File: config.mk
export PLATFORM = sky130hd
export DESIGN_NAME = branch_recovery_ctrl
export DESIGN_NICKNAME = d
export VERILOG_FILES = /design/src/rtl/control_pkg.sv /design/src/rtl/sat_counter2.sv /design/src/rtl/branch_recovery_ctrl.sv
export SDC_FILE = /design/constraint.sdc
export NUM_CORES = 1
export LEC_CHECK = 0
export CAP_MARGIN = 5
export CORE_MARGIN = 8
export CORE_UTILIZATION = 45
export DETAILED_ROUTE_END_ITERATION = 7
export PLACE_DENSITY = 0.81
export SLEW_MARGIN = 30
export SYNTH_ARGS = -nofsm -noshare
export SYNTH_HDL_FRONTEND = slang
export SYNTH_SLANG_ARGS = --single-unit
File: constraint.sdc
create_clock -name clk -period 2.84 [get_ports clk]
set_input_delay 0.426 -clock clk [delete_from_list [all_inputs] [get_ports clk]]
set_output_delay 0.426 -clock clk [all_outputs]
set_load 0.02 [all_outputs]
File: src/rtl/control_pkg.sv
// Shared definitions for the commit-side control-flow recovery sequencer:
// FSM state encoding, control-flow record bit positions and the packed record.
package control_pkg;

  typedef enum logic [2:0] {
    StIdle,
    StUpdate,
    StFlush,
    StRedirect,
    StDrain
  } state_e;

  // Bit positions inside the 14-bit control-flow record
  localparam int unsigned PREV_IDX_HI = 13;
  localparam int unsigned PREV_IDX_LO = 6;
  localparam int unsigned STATE_HI    = 5;
  localparam int unsigned STATE_LO    = 4;
  localparam int unsigned WRITE_BTB   = 3;
  localparam int unsigned TAKEN       = 2;
  localparam int unsigned MISPREDICT  = 1;
  localparam int unsigned MISDIRECT   = 0;

  typedef struct packed {
    logic [7:0] prev_index;
    logic [1:0] state;
    logic       write_btb;
    logic       taken;
    logic       mispredict;
    logic       misdirect;
  } control_flow_t;

endpackage

File: src/rtl/sat_counter2.sv
// 2-bit saturating up/down counter update (purely combinational).
module sat_counter2 (
  input  logic [1:0] cur_state,
  input  logic       up,
  output logic [1:0] next_state
);

  // Step towards 3 when up, towards 0 otherwise, holding at the rails
  always_comb begin
    next_state = cur_state;
    if (up) begin
      if (cur_state != 2'b11) next_state = cur_state + 2'd1;
    end else begin
      if (cur_state != 2'b00) next_state = cur_state - 2'd1;
    end
  end

endmodule

File: src/rtl/branch_recovery_ctrl.sv
// Commit-side sequencer for control-flow instructions at the ROB head.
// Retires non-control heads in zero cycles; for branches/jumps it issues
// predictor/BTB updates and, on mispredict/misdirect, runs flush ->
// register-status restore -> redirect -> drain while stalling the front end.
// Optional feature: define BRANCH_PERF_CNT_EN to add branchCount and
// mispredictCount (16-bit saturating) outputs.
module branch_recovery_ctrl
  import control_pkg::*;
#(
  parameter int unsigned WIDTH   = 31,
  parameter int unsigned CONTROL = 13,
  parameter int unsigned DRAIN   = 2
) (
  input  logic             clk,
  input  logic             reset,
  input  logic             headValid,
  input  logic             headIsControl,
  input  logic [CONTROL:0] controlFlow,
  input  logic [WIDTH:0]   targetAddress,
  input  logic [WIDTH:0]   seqPC,
  input  logic [WIDTH:0]   regStatus,
  output logic             commitAck,
  output logic             predWrite,
  output logic [7:0]       predIndex,
  output logic [1:0]       predState,
  output logic             btbWrite,
  output logic [WIDTH:0]   btbTarget,
  output logic             flush,
  output logic             rstWrite,
  output logic [WIDTH:0]   rstSnapshot,
  output logic             redirect,
  output logic [WIDTH:0]   redirectPC,
  output logic             stall
`ifdef BRANCH_PERF_CNT_EN
  ,
  output logic [15:0]      branchCount,
  output logic [15:0]      mispredictCount
`endif
);

  localparam logic [3:0] DrainLoad = 4'(DRAIN - 1);

  state_e        state_q, state_d;
  logic [3:0]    cnt_q, cnt_d;
  control_flow_t cf_q, cf_d;
  logic [WIDTH:0] target_q, target_d;
  logic [WIDTH:0] seq_q, seq_d;
  logic [WIDTH:0] reg_status_q, reg_status_d;
  logic [1:0]    sat_next;

  sat_counter2 u_sat_counter2 (
    .cur_state  (cf_q.state),
    .up         (cf_q.taken),
    .next_state (sat_next)
  );

  // State, drain counter and head-entry latches
  always_ff @(posedge clk or negedge reset) begin
    if (!reset) begin
      state_q      <= StIdle;
      cnt_q        <= '0;
      cf_q         <= '0;
      target_q     <= '0;
      seq_q        <= '0;
      reg_status_q <= '0;
    end else begin
      state_q      <= state_d;
      cnt_q        <= cnt_d;
      cf_q         <= cf_d;
      target_q     <= target_d;
      seq_q        <= seq_d;
      reg_status_q <= reg_status_d;
    end
  end

  // Next-state logic; head inputs are only sampled in idle
  always_comb begin
    state_d      = state_q;
    cnt_d        = cnt_q;
    cf_d         = cf_q;
    target_d     = target_q;
    seq_d        = seq_q;
    reg_status_d = reg_status_q;
    unique case (state_q)
      StIdle: begin
        if (headValid && headIsControl) begin
          cf_d.prev_index = controlFlow[PREV_IDX_HI:PREV_IDX_LO];
          cf_d.state      = controlFlow[STATE_HI:STATE_LO];
          cf_d.write_btb  = controlFlow[WRITE_BTB];
          cf_d.taken      = controlFlow[TAKEN];
          cf_d.mispredict = controlFlow[MISPREDICT];
          cf_d.misdirect  = controlFlow[MISDIRECT];
          target_d        = targetAddress;
          seq_d           = seqPC;
          reg_status_d    = regStatus;
          state_d         = StUpdate;
        end
      end
      StUpdate: begin
        // Both error bits together still give one recovery pass
        state_d = (cf_q.mispredict || cf_q.misdirect) ? StFlush : StIdle;
      end
      StFlush: begin
        state_d = StRedirect;
      end
      StRedirect: begin
        cnt_d   = DrainLoad;
        state_d = StDrain;
      end
      StDrain: begin
        if (cnt_q == 4'd0) state_d = StIdle;
        else               cnt_d   = cnt_q - 4'd1;
      end
      default: state_d = StIdle;
    endcase
  end

  // Moore outputs from state and latches; idle ack is the only Mealy term
  always_comb begin
    commitAck   = 1'b0;
    predWrite   = 1'b0;
    predIndex   = '0;
    predState   = '0;
    btbWrite    = 1'b0;
    btbTarget   = '0;
    flush       = 1'b0;
    rstWrite    = 1'b0;
    rstSnapshot = '0;
    redirect    = 1'b0;
    redirectPC  = '0;
    stall       = (state_q != StIdle);
    unique case (state_q)
      StIdle: begin
        // Gate with reset so nothing pulses while reset is held
        commitAck = reset && headValid && !headIsControl;
      end
      StUpdate: begin
        predWrite = 1'b1;
        predIndex = cf_q.prev_index;
        predState = sat_next;
        btbWrite  = cf_q.write_btb;
        btbTarget = target_q;
        commitAck = !(cf_q.mispredict || cf_q.misdirect);
      end
      StFlush: begin
        flush       = 1'b1;
        rstWrite    = 1'b1;
        rstSnapshot = reg_status_q;
        commitAck   = 1'b1;
      end
      StRedirect: begin
        redirect   = 1'b1;
        redirectPC = cf_q.taken ? target_q : seq_q;
      end
      StDrain: begin
      end
      default: begin
      end
    endcase
  end

`ifdef BRANCH_PERF_CNT_EN
  logic [15:0] branch_cnt_q, mispredict_cnt_q;

  // Saturating event counters for updates and recoveries
  always_ff @(posedge clk or negedge reset) begin
    if (!reset) begin
      branch_cnt_q     <= '0;
      mispredict_cnt_q <= '0;
    end else begin
      if (state_q == StUpdate && branch_cnt_q != 16'hFFFF) begin
        branch_cnt_q <= branch_cnt_q + 16'd1;
      end
      if (state_q == StFlush && mispredict_cnt_q != 16'hFFFF) begin
        mispredict_cnt_q <= mispredict_cnt_q + 16'd1;
      end
    end
  end

  assign branchCount     = branch_cnt_q;
  assign mispredictCount = mispredict_cnt_q;
`endif

endmodule
# Word level (Yosys, flattened, before mapping)
# Cells that the tools add are included.
[word_totals] ff_bits=117 in_bits=114 out_inout_bits=113
[classes] n_addsub=3 n_eq_ne=8 mux=20 reduce_logical=14
[op_table] op="$mux W32" n=4
[op_table] op="$pmux W3 S5" n=1
[op_table] op="$mux W2" n=5
[op_table] op="$mux W8" n=1
[op_table] op="$ne A2 B2 Y1 const B" n=4
[op_table] op="$pmux W4 S2" n=1
[op_table] op="$eq A3 B2 Y1 const B" n=2
[op_table] op="$mux W3" n=2
[op_table] op="$reduce_and A2 Y1" n=3
[op_table] op="$logic_not A4 Y1" n=1
[op_table] op="$mux W1" n=4
[op_table] op="$mux W4" n=1
[op_table] op="$reduce_bool A2 Y1" n=2
[op_table] op="$sub A4 B1 Y4 const B" n=1
[op_table] op="$eq A3 B1 Y1 const B" n=1
[op_table] op="$eq A3 B3 Y1 const B" n=1
[op_table] op="$logic_and A1 B1 Y1" n=3
[op_table] op="$logic_not A3 Y1" n=1
[op_table] op="$pmux W1 S3" n=1
[op_table] op="$reduce_bool A3 Y1" n=1
[op_table] op="$add A2 B1 Y2 const B" n=1
[op_table] op="$logic_not A1 Y1" n=2
[op_table] op="$sub A2 B1 Y2 const B" n=1
[op_table] op="$logic_or A1 B1 Y1" n=1

# Longest topological paths before layout
# Gate-level depths: netlist of the first run.
[logic_depth] depth_word=4 depth_mapped=6 mapped_depth_nobuf=5

# By module
# A second synthesis of the first run with hierarchy kept.
[hier_totals] cells_unflattened=435 hier_area_um2=6019.5
[by_module_without_submodules] module="branch_recovery_ctrl" n_inst=1 cells_each=432 area_each_um2=5993.2 seq_area_each_um2=2927.8
[by_module_without_submodules] module="sat_counter2" n_inst=1 cells_each=3 area_each_um2=26.3 seq_area_each_um2=0.0

# Least setup slack after synthesis of the first run
# Ideal clock, no wire load.
[synth_timing] path_type="reg-to-output" startpoint="reg state_q[1]" endpoint="out predState[0]" arrival_time_ns=1.660 path_slack_ns=0.754 path_stages_with_launch=5 n_path_buf=2 cell_sequence="dfrtp_1 clkbuf_1 nor3b_1 clkbuf_1 and2_1"
[synth_between] elab_chain_len=2
[synth_rtl] item="start: declaration" line_no="branch_recovery_ctrl.sv:43" text="state_e state_q, state_d;"
[synth_rtl] item="start signal: assignment" line_no="branch_recovery_ctrl.sv:60" text="state_q <= StIdle;"
[synth_rtl] item="start signal: assignment" line_no="branch_recovery_ctrl.sv:67" text="state_q <= state_d;"
[synth_rtl] item="$eq A3 B1 Y1" line_no="branch_recovery_ctrl.sv:132" text="unique case (state_q)"
[synth_rtl] item="$mux W2" line_no="branch_recovery_ctrl.sv:132"
[synth_rtl] item="end: declaration" line_no="branch_recovery_ctrl.sv:25" text="output logic [1:0] predState,"
# Every way passes these cells.

# Worst setup path after layout of the first run
[layout_timing] startpoint="reg state_q[2]" endpoint="out btbTarget[20]"
[layout_between] elab_chain_len=2
[layout_rtl] item="$eq A3 B1 Y1" line_no="branch_recovery_ctrl.sv:132"
[layout_rtl] item="$mux W32" line_no="branch_recovery_ctrl.sv:132"
[layout_rtl] item="end: declaration" line_no="branch_recovery_ctrl.sv:27" text="output logic [WIDTH:0] btbTarget,"
# Every way passes these cells.

==> flow_summary.json, run 1 <==
{
  "status": "complete, no violations",
  "clk_pin_slew_ns": 0.05,
  "synth_area_sq_um": 6012,
  "ys_types": 33,
  "die-area_sq_um": 17310,
  "grt_setup_unrepaired": "no",
  "synth_top_area_share_pct": 48.70,
  "cts_inserted_buffers": 17,
  "switchingPower_mw": 3.219,
  "tightest_slew_ns": 0.8323,
  "post-place-ws_ns": 0.4375,
  "num_vias": 4149,
  "vdd_drop_max_uv": 620.2,
  "post-route-util_pct": 68.36,
  "synth_fp_nets": 551,
  "hold_buffers": 0,
  "hpwl_um": 11630,
  "multi_input_area_sq_um": 2771,
  "start_util_pct": 45.76,
  "yosysTopAreaCell": "dfrtp_1",
  "period_minus_slack_ns": 2.718,
  "intPower_mw": 6.736,
  "drc_errors": 0,
  "grt_max_degree": 71,
  "wirelength_um": 16260,
  "grt_pass1_wl_um": 26250,
  "whs_ns": 0.2273,
  "maxCapViolCount": 0,
  "hold_path_class": "in -> async",
  "drt-wirelength-per-cell_um": 19.11,
  "fmax_mhz": 367.9,
  "setup_ws_ns": 0.1221,
  "cts_max_level": 4,
  "diodes": 0,
  "clock_latency_ns": 0.41,
  "post_drt_via_cell_ratio": 4.875,
  "grtUsageTotal_pct": 19.18,
  "ys_top_cells_by_area": "dfrtp_1 (49%), mux2_4 (25%), and2_1 (7.7%)",
  "register_area_sq_um": 2932,
  "slew_violations": 0,
  "ys_warn_count": 0,
  "r2r-start": "state_q[2]",
  "ant_nets": 0,
  "path_max_fanout": 31,
  "r2r-end": "seq_q[20]",
  "place.gp.congestion": 0.7693,
  "overflow": 0,
  "p_leak_nw": 3.930,
  "io_pins": 227,
  "grt_pass1_vias": 4800,
  "grt_antenna_before_repair": 0,
  "max-clock-path-buffers": 2,
  "die_x_um": 131.6,
  "first_iter_violations": 152,
  "cp_data_arrival_time_ns": 2.29,
  "port_buffers": 226,
  "worstPathRequired_ns": 2.41,
  "skew_ns": 0.008268,
  "dpl.cell_count": 818,
  "yosysSeqAreaShare_pct": 48.70,
  "p_comb_share_pct": 45.5,
  "fin_crit_sh_pct": 95.70,
  "synth_cells": 436,
  "path_class": "reg -> out",
  "fin_setup_tns_ns": 0,
  "rrSetupSlack_ns": 0.67,
  "hold_viol_final": 0,
  "setup_viol": 0,
  "r2r_cells": 5,
  "slew_headroom_pct": 44.51,
  "first_pass_iters": 4,
  "fill_cells": 960,
  "syn_avg_cell_area_sq_um": 13.79,
  "synth-seq-cells": 117,
  "cts.sinks": 117,
  "layout-drive-gt1-share_pct": 23.56,
  "clkPwrFrac_pct": 23.0,
  "cp-start-kind": "flip-flop",
  "core_area_sq_um": 13140,
  "root_buffer": "clkbuf_16",
  "die_y_um": 131.6,
  "power_density_nw_per_um2": 1108,
  "final_cells": 851,
  "rows": 42,
  "cts_tree": "built",
  "area_growth_pct": 49.39,
  "crit_path_end_kind": "primary output",
  "p_seq_share_pct": 31.5,
  "nNetsFinal": 777,
  "swShare_pct": 32.34
}
-- placed cells by master, fill, tap and decap left out, drive strengths merged, types with 2 or more instances in the layout --
cell type | synthesis | layout
a21oi | 3 | 3
and2 | 74 | 74
buf | 17 | 13
bufinv | 0 | 4
clkbuf | 14 | 24
clkdlybuf4s50 | 0 | 224
clkinv | 0 | 2
clkinvlp | 0 | 2
dfrtp | 117 | 117
inv | 3 | 3
mux2 | 110 | 110
mux2i | 34 | 34
nand2 | 6 | 6
nand4 | 2 | 2
nor2 | 35 | 35
nor3 | 3 | 3
nor3b | 2 | 2
o21ai | 3 | 3
-- sequential cells by signal, indices dropped and copies added (netlist names) --
| name | cells |
|---|---|
| reg_status_q | 32 |
| seq_q | 32 |
| target_q | 32 |
| cf_q | 14 |
| cnt_q | 4 |
| state_q | 3 |
-- cells in the mapped netlist (all sizes together) --
master / count
nand3: 1
a21oi: 3
nor3: 3
nor3b: 2
a21boi: 1
clkbuf: 14
nand2: 6
a31o: 1
and2: 74
or3b: 1
inv: 3
or3: 1
mux2: 110
mux2i: 34
o21bai: 1
a41oi: 1
o21ai: 3
nor2: 35
and3b: 1
dfrtp: 117
buf: 17
nand4b: 1
nand4: 2
ha: 1
nand2b: 1
a311oi: 1
nand3b: 1
-- stage by stage --
step	power (mW)	cell area [sq um]
6_report	9.955	8981
4_1_cts	10.05	8965
3_3_place_gp	7.559	8324
3_5_place_dp	7.675	8324
2_1_floorplan	6.073	6012
5_1_grt	10.50	8981
-- worst max path at each step --
stage | startpoint | end | slack [ns] | depth (start not counted)
after global placement | state_q[2] | btbTarget[20] | 0.51 | 5
after floorplan | state_q[1] | predState[0] | 0.75 | 4
after CTS | state_q[2] | predState[1] | 0.04 | 5
after global routing | state_q[2] | btbTarget[20] | 0.006 | 5
final | state_q[2] | btbTarget[20] | 0.12 | 5
after detailed placement | state_q[2] | predState[1] | 0.44 | 5
-- power by group through the flow --
stage                     combinational, mW  sequential [mW]  clock [mW]
final                                  4.53             3.14        2.29
after global routing                   4.85             3.25        2.40
after CTS                              4.59             3.13        2.33
after detailed placement               4.55             3.12           0
after global placement                 4.47             3.09           0
after floorplan                        3.21             2.86           0
-- worst max-delay path: stages (launching register included) --
cell and delay, ns:
dfrtp_1 0.37, buf_4 0.18, nor3b_2 0.23, buf_6 0.25, and2_1 0.20, clkdlybuf4s50_1 0.63
-- cell families (layout without fill, tap and decap cells) --
family	after synthesis	in the layout	synth area share [%]
fa+ha+maj	1	1	0.2081
simple gates	129	129	12.03
compound gates	11	11	1.186
mux	144	144	32.51
buf+inv	34	273	5.369
flops	117	117	48.70
-- timing repair --
item                       4_1_cts  5_1_grt
pin swaps                        0        1
setup endpoints to repair        1       21
setup buffers                    0        1
gates resized for setup          1        3
-- routing by layer --
layer / part of all wire [%] / vias to the layer above / global-route usage [%]
met5: 0 / - / 0
met4: 2.0 / 0 / 6.637
met3: 8.4 / 25 / 8.880
met1: 40 / 2037 / 21.38
met2: 49 / 157 / 31.72
li1: - / 1930 / -
-- final cells by class --
class / instances / share of cell area, %
clock inverters: 8 / 1.616
multi-input cells: 285 / 30.86
flip-flops and latches: 117 / 32.64
inverters: 3 / 0.1254
well taps: 176 / 2.452
repair buffers: 238 / 26.83
clock buffers: 24 / 5.475
No activity file was read; power rests on OpenSTA's default activity.
==> inputs of run 2 (changes only) <==
--- a/config.mk
+++ b/config.mk
@@ -8,7 +8,9 @@
 export CAP_MARGIN = 5
 export CORE_MARGIN = 8
 export CORE_UTILIZATION = 45
+export CTS_BUF_LIST = sky130_fd_sc_hd__clkbuf_8
 export DETAILED_ROUTE_END_ITERATION = 7
+export GPL_TIMING_DRIVEN = 0
 export PLACE_DENSITY = 0.81
 export SLEW_MARGIN = 30
 export SYNTH_ARGS = -nofsm -noshare
==> run 2 against run 1 <==
Via count rose by 4.2%; routed wire length rose by 5.5%; worst hold slack got worse by 0.18 ns; clock skew rose by 0.0030 ns; non-clock buffer count rose by 30; largest cell class unchanged; worst setup slack got worse by 0.012 ns; combinational power rose by 5.7%; cell count rose by 3.4%; sequential cell count did not move; register-to-register slack improved by 0.28 ns.
==> flow_summary.json, run 2 (synthesis gave the netlist of run 1 again) <==
{
  "status": "complete, no violations",
  "start_util_pct": 45.76,
  "cp_data_arrival_time_ns": 2.30,
  "rows": 42,
  "final_cells": 880,
  "first_iter_violations": 234,
  "die_x_um": 131.6,
  "top_regs": "reg_status_q x32, seq_q x32, target_q x32",
  "grtUsageTotal_pct": 20.15,
  "port_buffers": 226,
  "wirelength_um": 17170,
  "power_density_nw_per_um2": 1045,
  "drc_errors": 0,
  "post_drt_via_cell_ratio": 4.911,
  "die-area_sq_um": 17310,
  "final_common_cell": "clkdlybuf4s50_1",
  "io_pins": 227,
  "diodes": 0,
  "tightest_slew_ns": 0.4505,
  "vdd_drop_max_uv": 519.5,
  "post-place-ws_ns": -0.1015,
  "core_area_sq_um": 13140,
  "cp-start-kind": "flip-flop",
  "crit_path_end_kind": "primary output",
  "cts.sinks": 117,
  "worstPathRequired_ns": 2.41,
  "finalPower_mw": 9.579,
  "hold_viol_final": 0,
  "root_buffer": "clkbuf_8",
  "maxCapViolCount": 0,
  "cts_tree": "built",
  "overflow": 0,
  "clock_latency_ns": 0.43,
  "path_max_fanout": 10,
  "grt_pass1_wl_um": 27630,
  "post-route-util_pct": 69.79,
  "register_area_sq_um": 2929,
  "max-clock-path-buffers": 2,
  "p_leak_nw": 4.634,
  "cts_max_level": 4,
  "cts_inserted_buffers": 17,
  "num_vias": 4322,
  "grt_max_degree": 68,
  "first_pass_iters": 6,
  "final_cell_mix": "clkdlybuf4s50_1 (167), dfrtp_1 (116), mux2_4 (100)",
  "dpl.cell_count": 839,
  "period_minus_slack_ns": 2.730,
  "skew_ns": 0.01123,
  "fill_cells": 939,
  "clk_pin_slew_ns": 0.07,
  "layout-drive-gt1-share_pct": 27.98,
  "ant_nets": 0,
  "fin_setup_tns_ns": 0,
  "drt-wirelength-per-cell_um": 19.51,
  "area_growth_pct": 52.51,
  "setup_ws_ns": 0.1097,
  "hpwl_um": 12480,
  "fmax_mhz": 366.3,
  "setup_viol": 0,
  "nNetsFinal": 807,
  "fin_crit_sh_pct": 96.14,
  "hold_path_class": "in -> async",
  "grt_antenna_before_repair": 0,
  "path_class": "reg -> out",
  "slew_violations": 0,
  "die_y_um": 131.6,
  "place.gp.congestion": 0.8209,
  "multi_input_area_sq_um": 2784,
  "grt_pass1_vias": 4900,
  "slew_headroom_pct": 69.86
}
==> run 2: through the flow <==
step	area, sq um	hold WS [ns]
after floorplan	6012	0.1304
after global placement	8494	0.4578
after detailed placement	8537	0.3649
after CTS	9130	0.02871
after global routing	9169	0.02802
final	9169	0.04277
==> run 2: path summary, 6_finish.rpt <==
kind                            start              end  slack [ns]  depth (start not counted)
setup / recovery           state_q[1]    btbTarget[19]        0.11                          5
hold / removal                  reset  reg_status_q[5]        0.04                          3
setup reg to reg           state_q[0]     target_q[17]        0.95                          6
hold reg to reg              cnt_q[3]         cnt_q[3]        0.48                          1
max in group asynchronous       reset       state_q[1]        2.43                          3
min in group clk             cnt_q[3]         cnt_q[3]        0.48                          1
==> run 2: power breakdown <==
| part | leakage [nW] | total (mW) | internal [mW] | switching, mW |
|---|---|---|---|---|
| clock | 0.236 | 1.71 | 1.05 | 0.663 |
| combinational | 3.01 | 4.79 | 2.77 | 2.02 |
| sequential | 1.39 | 3.08 | 2.51 | 0.565 |
==> run 2: area by class of cell <==
cell class	count	share of cell area (%)
buffer	29	3.603
clock inverter	13	2.074
timing repair buffer	239	26.79
multi-input combinational	285	30.36
inverter	3	0.1228
sequential	117	31.95
clock buffer	18	2.702
tap	176	2.402
==> run 2: worst max-delay path, cell delays in order, from the launching register on <==
cell             delay, ns
dfrtp_2               0.47
nor3b_4               0.23
buf_4                 0.16
buf_2                 0.23
and2_1                0.15
clkdlybuf4s50_1       0.63
==> run 2: per-layer routing <==
layer	share of wire, %	up-vias	global-route usage, %
met5	0	-	0
met3	8.4	21	8.765
met2	50	161	33.34
met4	1.4	0	6.637
li1	-	1990	-
met1	40	2150	22.93
==> run 2: timing repair <==
action                                 in CTS  in global routing
hold buffers                                3                  0
buffers inserted                            9                  0
gates resized for setup                    47                 54
pin swaps                                   1                  0
endpoints found under the hold margin      50                  0
setup endpoints to repair                 108                 54
